--- config.mk ---
export PLATFORM = sky130hd
export DESIGN_NAME = cv32e40p_clock_gate_ctrl
export DESIGN_NICKNAME = d
export VERILOG_FILES = /design/src/rtl/cv32e40p_clock_gate_ctrl.sv
export SDC_FILE = /design/constraint.sdc
export NUM_CORES = 1
export LEC_CHECK = 0
export BUFFER_PORTS_ARGS = -buffer_cell sky130_fd_sc_hd__buf_2
export CORE_MARGIN = 4
export CORE_UTILIZATION = 51
export DETAILED_ROUTE_END_ITERATION = 10
export GPL_TIMING_DRIVEN = 1
export PLACE_DENSITY_LB_ADDON = 0.15
export SETUP_SLACK_MARGIN = 0.4
export SYNTH_ARGS = -nofsm -noshare
export SYNTH_HDL_FRONTEND = slang
export SYNTH_SLANG_ARGS = --single-unit
--- constraint.sdc ---
create_clock -name clk_i -period 2.3 [get_ports clk_i]
set_input_delay 0.575 -clock clk_i [delete_from_list [all_inputs] [get_ports clk_i]]
set_output_delay 0.575 -clock clk_i [all_outputs]
set_load 0.005 [all_outputs]
--- src/rtl/cv32e40p_clock_gate_ctrl.sv ---
// -----------------------------------------------------------------------------
// cv32e40p_clock_gate_ctrl
//
// Purpose:
//   Decides when the core clock may be gated while the core sits in WFI.
//   After the core asks to sleep and has been quiet for idle_thresh_i cycles,
//   the clock enable drops. A wake request (or loss of permission) starts a
//   short WAKE settle window, after which the core runs again and a one-cycle
//   wake_ack_o pulse tells it the clock is stable. A saturating counter
//   reports how many cycles were spent gated.
//
// Ports:
//   clk_i            free-running (ungated) clock
//   rst_ni           synchronous active-low reset
//   core_sleep_req_i core is in WFI and requests sleep
//   core_busy_i      core has outstanding activity; gating forbidden
//   wake_req_i       pending interrupt or debug request
//   gate_allow_i     global enable for clock gating
//   idle_thresh_i    idle cycles required before gating (sampled every cycle)
//   clear_cnt_i      synchronous clear of sleep_cycles_o
//   clk_en_o         enable to the downstream clock gate (flop output)
//   gated_o          core clock is currently gated
//   wake_ack_o       single-cycle pulse once the woken clock is stable
//   sleep_cycles_o   saturating count of GATED cycles
//   dbg_state_o      current FSM state, for observation only
//
// Interface semantics: this block has no valid/ready handshake. All inputs
// are level signals sampled on every rising clk_i edge; all outputs are
// registered and change only on rising clk_i edges.
// -----------------------------------------------------------------------------
module cv32e40p_clock_gate_ctrl #(
  parameter int IDLE_W   = 4,
  parameter int WAKE_DLY = 2,
  parameter int CNT_W    = 16
) (
  input  logic              clk_i,
  input  logic              rst_ni,
  input  logic              core_sleep_req_i,
  input  logic              core_busy_i,
  input  logic              wake_req_i,
  input  logic              gate_allow_i,
  input  logic [IDLE_W-1:0] idle_thresh_i,
  input  logic              clear_cnt_i,
  output logic              clk_en_o,
  output logic              gated_o,
  output logic              wake_ack_o,
  output logic [CNT_W-1:0]  sleep_cycles_o,
  output logic [1:0]        dbg_state_o
);

  // FSM encoding
  localparam logic [1:0] ST_RUN      = 2'd0;
  localparam logic [1:0] ST_IDLE_CNT = 2'd1;
  localparam logic [1:0] ST_GATED    = 2'd2;
  localparam logic [1:0] ST_WAKE     = 2'd3;

  // WAKE_DLY is limited to 0..15, so a 4-bit wake counter always suffices.
  localparam logic [3:0] WAKE_DLY_C = 4'(WAKE_DLY);

  localparam logic [IDLE_W-1:0] IDLE_MAX = '1;
  localparam logic [CNT_W-1:0]  CNT_MAX  = '1;

  // ---------------------------------------------------------------------------
  // State and output registers
  // ---------------------------------------------------------------------------
  logic [1:0]        state_q,     state_d;
  logic [IDLE_W-1:0] idle_cnt_q,  idle_cnt_d;
  logic [3:0]        wake_cnt_q,  wake_cnt_d;
  logic              wake_pend_q, wake_pend_d;
  logic [CNT_W-1:0]  sleep_cnt_q, sleep_cnt_d;
  logic              clk_en_q;
  logic              gated_q;
  logic              wake_ack_q;

  // All conditions that allow the idle count to proceed; losing any of them
  // while counting aborts back to RUN.
  logic enter_ok;
  assign enter_ok = gate_allow_i & core_sleep_req_i & ~core_busy_i & ~wake_req_i;

  // In GATED the core is asleep, so core_busy_i is deliberately not part of
  // the exit condition.
  logic gated_exit;
  assign gated_exit = wake_req_i | ~gate_allow_i | ~core_sleep_req_i;

  // ---------------------------------------------------------------------------
  // Next-state logic
  // ---------------------------------------------------------------------------
  always_comb begin
    state_d     = state_q;
    idle_cnt_d  = idle_cnt_q;
    wake_cnt_d  = wake_cnt_q;
    wake_pend_d = 1'b0;

    case (state_q)
      ST_RUN: begin
        if (enter_ok) begin
          state_d    = ST_IDLE_CNT;
          idle_cnt_d = '0;
        end
      end

      ST_IDLE_CNT: begin
        // Abort wins over reaching the threshold on the same edge.
        if (!enter_ok) begin
          state_d = ST_RUN;
        end else if (idle_cnt_q >= idle_thresh_i) begin
          state_d = ST_GATED;
        end else if (idle_cnt_q != IDLE_MAX) begin
          idle_cnt_d = idle_cnt_q + 1'b1;
        end
      end

      ST_GATED: begin
        if (gated_exit) begin
          state_d    = ST_WAKE;
          wake_cnt_d = '0;
        end
      end

      ST_WAKE: begin
        // wake_req_i is not looked at here: the settle window always runs to
        // completion and always ends in RUN.
        if (wake_cnt_q == WAKE_DLY_C) begin
          state_d     = ST_RUN;
          wake_pend_d = 1'b1;
        end else begin
          wake_cnt_d = wake_cnt_q + 4'd1;
        end
      end

      default: begin
        state_d = ST_RUN;
      end
    endcase
  end

  // Sleep cycle counter: clear has priority, then saturating increment.
  always_comb begin
    sleep_cnt_d = sleep_cnt_q;
    if (clear_cnt_i) begin
      sleep_cnt_d = '0;
    end else if ((state_q == ST_GATED) && (sleep_cnt_q != CNT_MAX)) begin
      sleep_cnt_d = sleep_cnt_q + 1'b1;
    end
  end

  // ---------------------------------------------------------------------------
  // Sequential logic
  // ---------------------------------------------------------------------------
  // The outputs are decoded from state_q into their own flops, so clk_en_o is
  // a bare flop output with no combinational path from any input. The cost is
  // one cycle of lag between the state register and the visible outputs.
  // wake_pend_q marks the WAKE->RUN edge; wake_ack_q follows it one cycle
  // later so the pulse lines up with the first visible RUN cycle.
  always_ff @(posedge clk_i) begin
    if (!rst_ni) begin
      state_q     <= ST_RUN;
      idle_cnt_q  <= '0;
      wake_cnt_q  <= '0;
      wake_pend_q <= 1'b0;
      sleep_cnt_q <= '0;
      clk_en_q    <= 1'b1;
      gated_q     <= 1'b0;
      wake_ack_q  <= 1'b0;
    end else begin
      state_q     <= state_d;
      idle_cnt_q  <= idle_cnt_d;
      wake_cnt_q  <= wake_cnt_d;
      wake_pend_q <= wake_pend_d;
      sleep_cnt_q <= sleep_cnt_d;
      clk_en_q    <= (state_q != ST_GATED);
      gated_q     <= (state_q == ST_GATED);
      wake_ack_q  <= wake_pend_q;
    end
  end

  assign clk_en_o       = clk_en_q;
  assign gated_o        = gated_q;
  assign wake_ack_o     = wake_ack_q;
  assign sleep_cycles_o = sleep_cnt_q;
  assign dbg_state_o    = state_q;

endmodule

==> results of run 1 <==
==> where the power goes <==
group	internal [mW]	total, mW	switching (mW)
clock network	0.110	0.304	0.195
registers	0.519	0.520	0.00103
logic	0.0223	0.0472	0.0249
total	0.651	0.872	0.221
==> worst min path at each step <==
stage | startpoint | endpoint | cells after the start
global route | wake_pend_q | wake_ack_o | 1
finish | wake_pend_q | wake_ack_o | 1
CTS | wake_pend_q | wake_ack_o | 1
global placement | wake_pend_q | wake_ack_o | 1
detailed placement | wake_pend_q | wake_ack_o | 1
floorplan | wake_pend_q | wake_ack_o | 1
==> layout make-up <==
type,count,area [sq um]
fill,224,978.4
timing repair buffer,36,192.7
tap,31,38.79
sequential,30,601.8
multi-input combinational,136,970.9
clock inverter,2,10.01
inverter,6,22.52
clock buffer,5,37.54
==> what timing repair did <==
item | 4_1_cts | 5_1_grt
pin swaps | 4 | 4
setup buffers | 4 | 0
gates resized for setup | 2 | 5
hold endpoints to repair | 0 | 0
setup endpoints to repair | 2 | 6
==> worst register-to-register path, stage by stage (launching register included) <==
cell	delay, ns
dfxtp_2	0.33
inv_2	0.09
ha_4	0.20
nand2b_4	0.14
a2111oi_4	0.37
nor2_2	0.12
buf_4	0.16
o221ai_4	0.19
a31oi_1	0.12
==> registers in the layout (all words and copies together), names as in the netlist, named ones only <==
register,cells
wake_pend_q,1
wake_ack_o,1
clk_en_o,1
sleep_cycles_o,16
dbg_state_o,1
gated_o,1
wake_cnt_q,4
idle_cnt_q,4
==> cell families after synthesis <==
| family | Yosys count | synth area share |
|---|---|---|
| AND/OR/NAND/NOR | 83 | 0.2863 |
| flip-flops | 30 | 0.3786 |
| AO/OA/AOI/OAI | 26 | 0.1301 |
| XOR/XNOR | 15 | 0.08281 |
| buffers and inverters | 12 | 0.03390 |
| adder cells (fa/ha/maj) | 8 | 0.06309 |
| multiplexers | 4 | 0.02524 |
==> metrics by stage <==
step | std cells | hold slack (ns) | cell area, sq um | utilization | worst slack, ns
after floorplan | 178 | 0.4119 | 1595 | - | 0.4095
after global placement | 235 | 0.4290 | 1765 | 0.6189 | 0.2562
after detailed placement | 235 | 0.4357 | 1765 | 0.6189 | 0.1405
after CTS | 246 | 0.4627 | 1844 | 0.6465 | 0.4276
after global routing | 246 | 0.4753 | 1874 | 0.6570 | 0.3948
final | 246 | 0.4563 | 1874 | 0.6570 | 0.4733
==> cells in the final DEF (no fill, tap or decap), types with 3 or more instances in the layout <==
cell type and instances:
buf_2 31, dfxtp_1 29, nor2_1 27, nand2_1 12, xor2_1 9, ha_1 7
nand3_1 6, nor3_1 6, xnor2_1 6, inv_1 5, nor2b_1 5, clkbuf_4 5
buf_4 5, nand4_1 4, mux2i_1 4, a21oi_1 4, nand2b_1 3, o2111ai_1 3
o211ai_1 3, o21ai_0 3
==> metal layers <==
| metal | track usage | vias to the layer above |
|---|---|---|
| li1 | - | 701 |
| met1 | 0.2316 | 643 |
| met2 | 0.3090 | 43 |
| met3 | 0.03853 | 13 |
| met4 | 0.1105 | 0 |
| met5 | 0 | - |
==> flow_summary.json, run 1 <==
{
  "power_density_nw_per_um2": 465.2,
  "tritoncts": "done",
  "wl_met2_um": 1624,
  "cp_top_family": "compound AO/OA/AOI/OAI gates",
  "rows": 19,
  "synth.most_common_cell": "dfxtp_1",
  "numCtsBuffers": 5,
  "fp.dieW_um": 63.78,
  "io_pins": 32,
  "grt_usage": 0.1895,
  "vias": 1400,
  "maxSlewHeadroom": 0.5892,
  "core_region_area_sq_um": 2853,
  "drc": 0,
  "clock-root-buffer": "clkbuf_4",
  "firstDrtPassIters": 4,
  "synth.ff_latch_count": 30,
  "synth_nets": 197,
  "vdd_drop_max_mv": 0.3622,
  "crit_chain": "inv_2 > ha_4 > nand2b_4 > a2111oi_4 > nor2_2 > buf_4 > o221ai_4 > a31oi_1",
  "final-hold-violation-count": 0,
  "drive_gt1_frac": 0.2651,
  "fin_setup_tns_ns": 0,
  "cts_hold_buf": 0,
  "fin_total_pwr_mw": 0.8719,
  "total_leakage_power_nw": 0.7702,
  "synth_top_area_frac": 0.3785,
  "dp_hpwl_um": 2500,
  "wl_per_cell_um": 14.07,
  "io_buffers": 31,
  "setup_viol": 0,
  "crit_path_end_kind": "flop",
  "yosys.area.top_type": "dfxtp_1",
  "antenna_found_initial": 0,
  "worstMarginPinSlew_ns": 0.6162,
  "grt_pass1_vias": 1387,
  "cp_max_fo": 3,
  "cts-htree-levels": 2,
  "synth_area_sq_um": 1587,
  "reg2reg_depth": 8,
  "status": "complete, no violations",
  "reg2reg_to": "idle_cnt_q[2]",
  "synth-main-ff-cell": "dfxtp_1",
  "ys_seq_area_frac": 0.3785,
  "dr.first_iter.drc_count": 58,
  "routed_via_density": 5.691,
  "start_kind": "flop",
  "drt-met1-wl_um": 1548,
  "synthCells": 178,
  "crit_type": "reg2reg",
  "cts_sinks": 30,
  "ant_nets": 0,
  "finalCritPeriodShare": 0.7942,
  "antenna_cells": 0,
  "crit_arrival_ns": 2.04,
  "cts.path.max_buffers": 2,
  "critical_path_required_ns": 2.52,
  "synth.top_cells.by_count": "dfxtp_1 (30), nor2_1 (28), nand2_1 (12)",
  "gp_congestion": 0.8003,
  "slowest_delay_ns": 0.37,
  "nets": 234,
  "start_util": 0.5561,
  "grt_pass1_wl_um": 6065,
  "highest_layer": "met4",
  "rsz0062_at_grt": "no",
  "crit_buf_inv": 2,
  "async_flop_share": 0,
  "slew_violations": 0,
  "skew_ns": 0.01282,
  "cp.depth": 8,
  "r2r_start": "idle_cnt_q[0]",
  "slowest_stage": "a2111oi_4",
  "critPathLaunch": "idle_cnt_q[0]",
  "cap_violations": 0,
  "area.growth.synth_to_final_pct": 18.14,
  "die-area_sq_um": 4067,
  "fmax_ghz": 0.5474,
  "rrSetupSlack_ns": 0.47,
  "grt_start_max_net_pins": 17,
  "clkLatencyLatePin_ns": 0.34,
  "dr_wl_met3_um": 193,
  "synth_edf_count": 0,
  "die_height_um": 63.78,
  "yosysWarningCount": 0,
  "wirelength_um": 3460,
  "hold_class": "reg2reg",
  "synth_cell_types": 45,
  "layout_min_cycle_time_ns": 1.827,
  "path_clk_slew_ns": 0.09,
  "synthTopCellsByArea": "dfxtp_1 (38%), nor2_1 (6.6%), ha_1 (6.3%), xor2_1 (5.0%), xnor2_1 (3.3%)",
  "crit_path_end": "idle_cnt_q[2]",
  "grt_remaining_overflow": 0,
  "syn_avg_cell_area_sq_um": 8.913
}
Power figures use the tool's default switching activity.
==> run 2, diff against run 1 <==
clock period = 1.8 ns   (was 2.3 ns; I/O delays follow)
==> flow_summary.json, run 2 (same netlist as run 1, synthesis figures left out) <==
{
  "layout_commonest_cell": "buf_2",
  "crit_buf_inv": 2,
  "drive_gt1_frac": 0.5212,
  "cts.path.max_buffers": 2,
  "whs_endpoint": "wake_ack_o",
  "skew_ns": 0.009565,
  "fp.dieW_um": 63.78,
  "clkLatencyLatePin_ns": 0.32,
  "power_density_nw_per_um2": 472.2,
  "path_clk_slew_ns": 0.10,
  "antenna_found_initial": 0,
  "dr.first_iter.drc_count": 103,
  "numCtsBuffers": 5,
  "hold_class": "reg2reg",
  "clock-root-buffer": "clkbuf_4",
  "cp_max_fo": 3,
  "tritoncts": "done",
  "fmax_ghz": 0.5677,
  "ant_nets": 0,
  "finalCritPeriodShare": 0.9786,
  "fin_setup_tns_ns": 0,
  "die-area_sq_um": 4067,
  "crit_path_end_kind": "flop",
  "cap_violations": 0,
  "rrSetupSlack_ns": 0.04,
  "status": "complete, no violations",
  "firstDrtPassIters": 4,
  "vias": 1557,
  "dp_hpwl_um": 2564,
  "grt_pass1_vias": 1460,
  "wl_per_cell_um": 15.98,
  "gp_congestion": 0.8229,
  "routed_via_density": 5.831,
  "hold_start": "wake_pend_q",
  "antenna_cells": 0,
  "die_height_um": 63.78,
  "nets": 255,
  "grt_start_max_net_pins": 17,
  "rows": 19,
  "reg2reg_depth": 8,
  "maxSlewHeadroom": 0.5783,
  "area.growth.synth_to_final_pct": 45.03,
  "rsz0062_at_grt": "yes",
  "slowest_delay_ns": 0.40,
  "cts_sinks": 30,
  "worst_hold_slack_ns": 0.4497,
  "final_cells": 267,
  "critical_path_required_ns": 2.02,
  "cts-htree-levels": 2,
  "placedCellCount": 240,
  "io_buffers": 31,
  "start_util": 0.5561,
  "largest_reg_flops": 16,
  "crit_chain": "inv_2 > ha_4 > nand2b_4 > a2111oi_4 > nor2_2 > buf_4 > a32oi_1 > nor2b_1",
  "r2r_start": "idle_cnt_q[0]",
  "setup_viol": 0,
  "start_kind": "flop",
  "core_region_area_sq_um": 2853,
  "cts_hold_buf": 0,
  "cp_top_family": "compound AO/OA/AOI/OAI gates",
  "grt_remaining_overflow": 0,
  "holdPathStages": 1,
  "grt_pass1_wl_um": 6223,
  "total_leakage_power_nw": 0.9319,
  "slowest_stage": "a2111oi_4",
  "io_pins": 32,
  "slew_violations": 0,
  "wirelength_um": 4266,
  "crit_arrival_ns": 1.98,
  "final-hold-violation-count": 0,
  "vdd_drop_max_mv": 0.3754,
  "final_cell_mix": "buf_2 (29), nor2_1 (26), buf_4 (19)",
  "layout_min_cycle_time_ns": 1.762,
  "crit_type": "reg2reg",
  "grt_usage": 0.1887,
  "worstMarginPinSlew_ns": 0.6326,
  "critPathLaunch": "idle_cnt_q[0]",
  "drc": 0
}
## run 2: report_power, final
group	switching (mW)	total [mW]	internal (mW)
Clock	0.223	0.370	0.147
Sequential	0.000584	0.650	0.650
Combinational	0.0339	0.0659	0.0319
Total	0.258	1.09	0.829
## run 2: worst max-delay path by stage
stage	to	slack (ns)	cells past startpoint
2_1_floorplan	idle_cnt_q[3]	0.1	6
3_3_place_gp	idle_cnt_q[3]	-0.04	7
3_5_place_dp	idle_cnt_q[3]	-0.08	7
4_1_cts	flop	0.07	8
5_1_grt	flop	-0.05	6
6_report	flop	0.04	8
## run 2: per-stage QoR
| stage | setup WS (ns) | utilization | instance area [sq um] | power, mW |
|---|---|---|---|---|
| 2_1_floorplan | 0.09772 | - | 1638 | 0.7151 |
| 3_3_place_gp | -0.04304 | 0.6469 | 1846 | 0.7354 |
| 3_5_place_dp | -0.08392 | 0.6469 | 1846 | 0.7377 |
| 4_1_cts | 0.06727 | 0.7123 | 2032 | 1.097 |
| 5_1_grt | -0.05009 | 0.8066 | 2301 | 1.133 |
| 6_report | 0.03844 | 0.8066 | 2301 | 1.087 |
## run 2: per-layer routing
| metal | track usage | up-vias | wire [um] |
|---|---|---|---|
| met5 | 0 | - | 0 |
| met4 | 0.04313 | 0 | 144 |
| met3 | 0.05254 | 18 | 198 |
| met2 | 0.3390 | 64 | 2140 |
| met1 | 0.2227 | 728 | 1783 |
| li1 | - | 747 | - |
## run 2: cell type report
cell class	instances	area (sq um)
inverters	6	22.52
repair buffers	57	386.6
multi-input cells	136	1159
clock buffers	7	45.04
fillers	171	551.8
well taps	31	38.79
flip-flops and latches	30	649.4
## run 2: what timing repair did
action	4_1_cts	5_1_grt
endpoints found under the hold margin	0	0
pin swaps	14	20
gates resized for setup	22	53
buffers inserted	9	11
endpoints found under the setup margin	27	30
==> run 3, diff against run 2 <==
CORE_ASPECT_RATIO = 0.9   (was unset)
CORE_MARGIN = unset   (was 4)
CTS_CLUSTER_DIAMETER = 30   (was unset)
==> flow_summary.json, run 3 (same netlist as run 1, synthesis figures left out) <==
{
  "fin_total_pwr_mw": 1.157,
  "grt_pass1_vias": 1433,
  "drive_gt1_frac": 0.5502,
  "worstMarginPinSlew_ns": 0.7021,
  "final_cells": 289,
  "wl_met2_um": 2711,
  "clock-root-buffer": "clkbuf_4",
  "die-area_sq_um": 3338,
  "grt_pass1_wl_um": 6541,
  "dr_wl_met3_um": 353,
  "layout_min_cycle_time_ns": 1.694,
  "rows": 18,
  "firstDrtPassIters": 4,
  "final_cell_mix": "buf_4 (28), buf_2 (25), nor2_1 (24)",
  "grt_remaining_overflow": 0,
  "routed_via_density": 5.775,
  "slew_violations": 0,
  "grt_usage": 0.2779,
  "fill_cells": 144,
  "tritoncts": "done",
  "crit_path_end_kind": "flop",
  "area.growth.synth_to_final_pct": 55.68,
  "cp_max_fo": 4,
  "fmax_ghz": 0.5902,
  "vias": 1669,
  "vdd_drop_max_mv": 0.5314,
  "final-hold-violation-count": 0,
  "io_pins": 32,
  "placedCellCount": 248,
  "hold_class": "in2reg",
  "clkLatencyLatePin_ns": 0.35,
  "dr.first_iter.drc_count": 113,
  "skew_ns": 0.01274,
  "crit_type": "reg2reg",
  "crit_arrival_ns": 1.97,
  "wirelength_um": 5176,
  "status": "complete, no violations",
  "antenna_cells": 0,
  "rsz0062_at_grt": "yes",
  "dp_hpwl_um": 2410,
  "nets": 267,
  "cts_sinks": 30,
  "critical_path_required_ns": 2.07,
  "antenna_found_initial": 0,
  "cts-htree-levels": 2,
  "drc": 0,
  "total_leakage_power_nw": 0.9781,
  "cts_hold_buf": 0,
  "numCtsBuffers": 5,
  "wl_per_cell_um": 17.91,
  "ant_nets": 0,
  "core_region_area_sq_um": 2838,
  "highest_layer": "met4",
  "gp_congestion": 0.7999,
  "start_kind": "flop",
  "io_buffers": 31,
  "grt_start_max_net_pins": 17,
  "drt-met1-wl_um": 1944,
  "cts.path.max_buffers": 2,
  "path_clk_slew_ns": 0.09,
  "largest_reg_flops": 16,
  "cap_violations": 0,
  "layout_commonest_cell": "buf_4",
  "finalCritPeriodShare": 0.9413,
  "maxSlewHeadroom": 0.5319,
  "fp.dieW_um": 60.79,
  "die_height_um": 54.91,
  "setup_viol": 0,
  "start_util": 0.5591,
  "worst_hold_slack_ns": 0.4471,
  "power_density_nw_per_um2": 468.6
}
[run 3: changes by cell type in the layout (fill, tap and decap cells not counted), sizes merged]
| cell | before | now |
|---|---|---|
| buf | 56 | 69 |
| clkinv | 0 | 1 |
| clkbuf | 8 | 7 |
[run 3: final timing paths]
check,startpoint,endpoint,slack [ns],cells past startpoint
hold / removal,rst_ni,dbg_state_o[0],0.45,2
setup / recovery,idle_cnt_q[0],idle_cnt_q[3],0.11,7
setup reg to reg,idle_cnt_q[0],idle_cnt_q[3],0.11,7
hold reg to reg,wake_pend_q,wake_ack_o,0.46,1
[run 3: area by class of cell]
cell class	count	area, sq um	share of cell area
Clock buffer	7	55.05	0.02229
Timing Repair Buffer	69	515.5	0.2087
Inverter	6	22.52	0.009119
Tap cell	40	50.05	0.02026
Multi-Input combinational cell	136	1172	0.4747
Clock inverter	1	5.005	0.002026
Sequential cell	30	649.4	0.2629
[run 3: per-layer routing]
layer  vias to the layer above  GRT usage
li1                        771          -
met1                       809     0.3343
met2                        73     0.4725
met3                        16    0.06279
met4                         0     0.1364
met5                         -          0
[run 3: timing repair]
action                     in CTS  in global routing
resized for setup              41                 43
pin swaps                      20                 23
setup endpoints to repair      28                 33
setup buffers                  17                 16
[run 3: stage by stage]
step	cell area, sq um	util	setup TNS (ns)	worst slack [ns]
after floorplan	1638	-	0	0.09772
after global placement	1849	0.6517	-0.1080	-0.06779
after detailed placement	1849	0.6517	-0.2373	-0.1107
after CTS	2182	0.7690	0	0.09480
after global routing	2470	0.8704	-0.03440	-0.02876
final	2470	0.8704	0	0.1056
[run 3: worst max-delay path: stages, from the launching register on]
cell and delay (ns):
dfxtp_2 0.34, inv_2 0.05, ha_4 0.20, nand2b_4 0.14, a2111oi_4 0.38, nor2_2 0.14
nor4b_2 0.23, a2bb2oi_1 0.16
[run 3: power breakdown]
| group | internal [mW] | leakage (nW) | total (mW) | switching (mW) |
|---|---|---|---|---|
| registers | 0.650 | 0.255 | 0.650 | 0.000553 |
| logic | 0.0294 | 0.688 | 0.0649 | 0.0355 |
| clock network | 0.189 | 0.0353 | 0.442 | 0.253 |
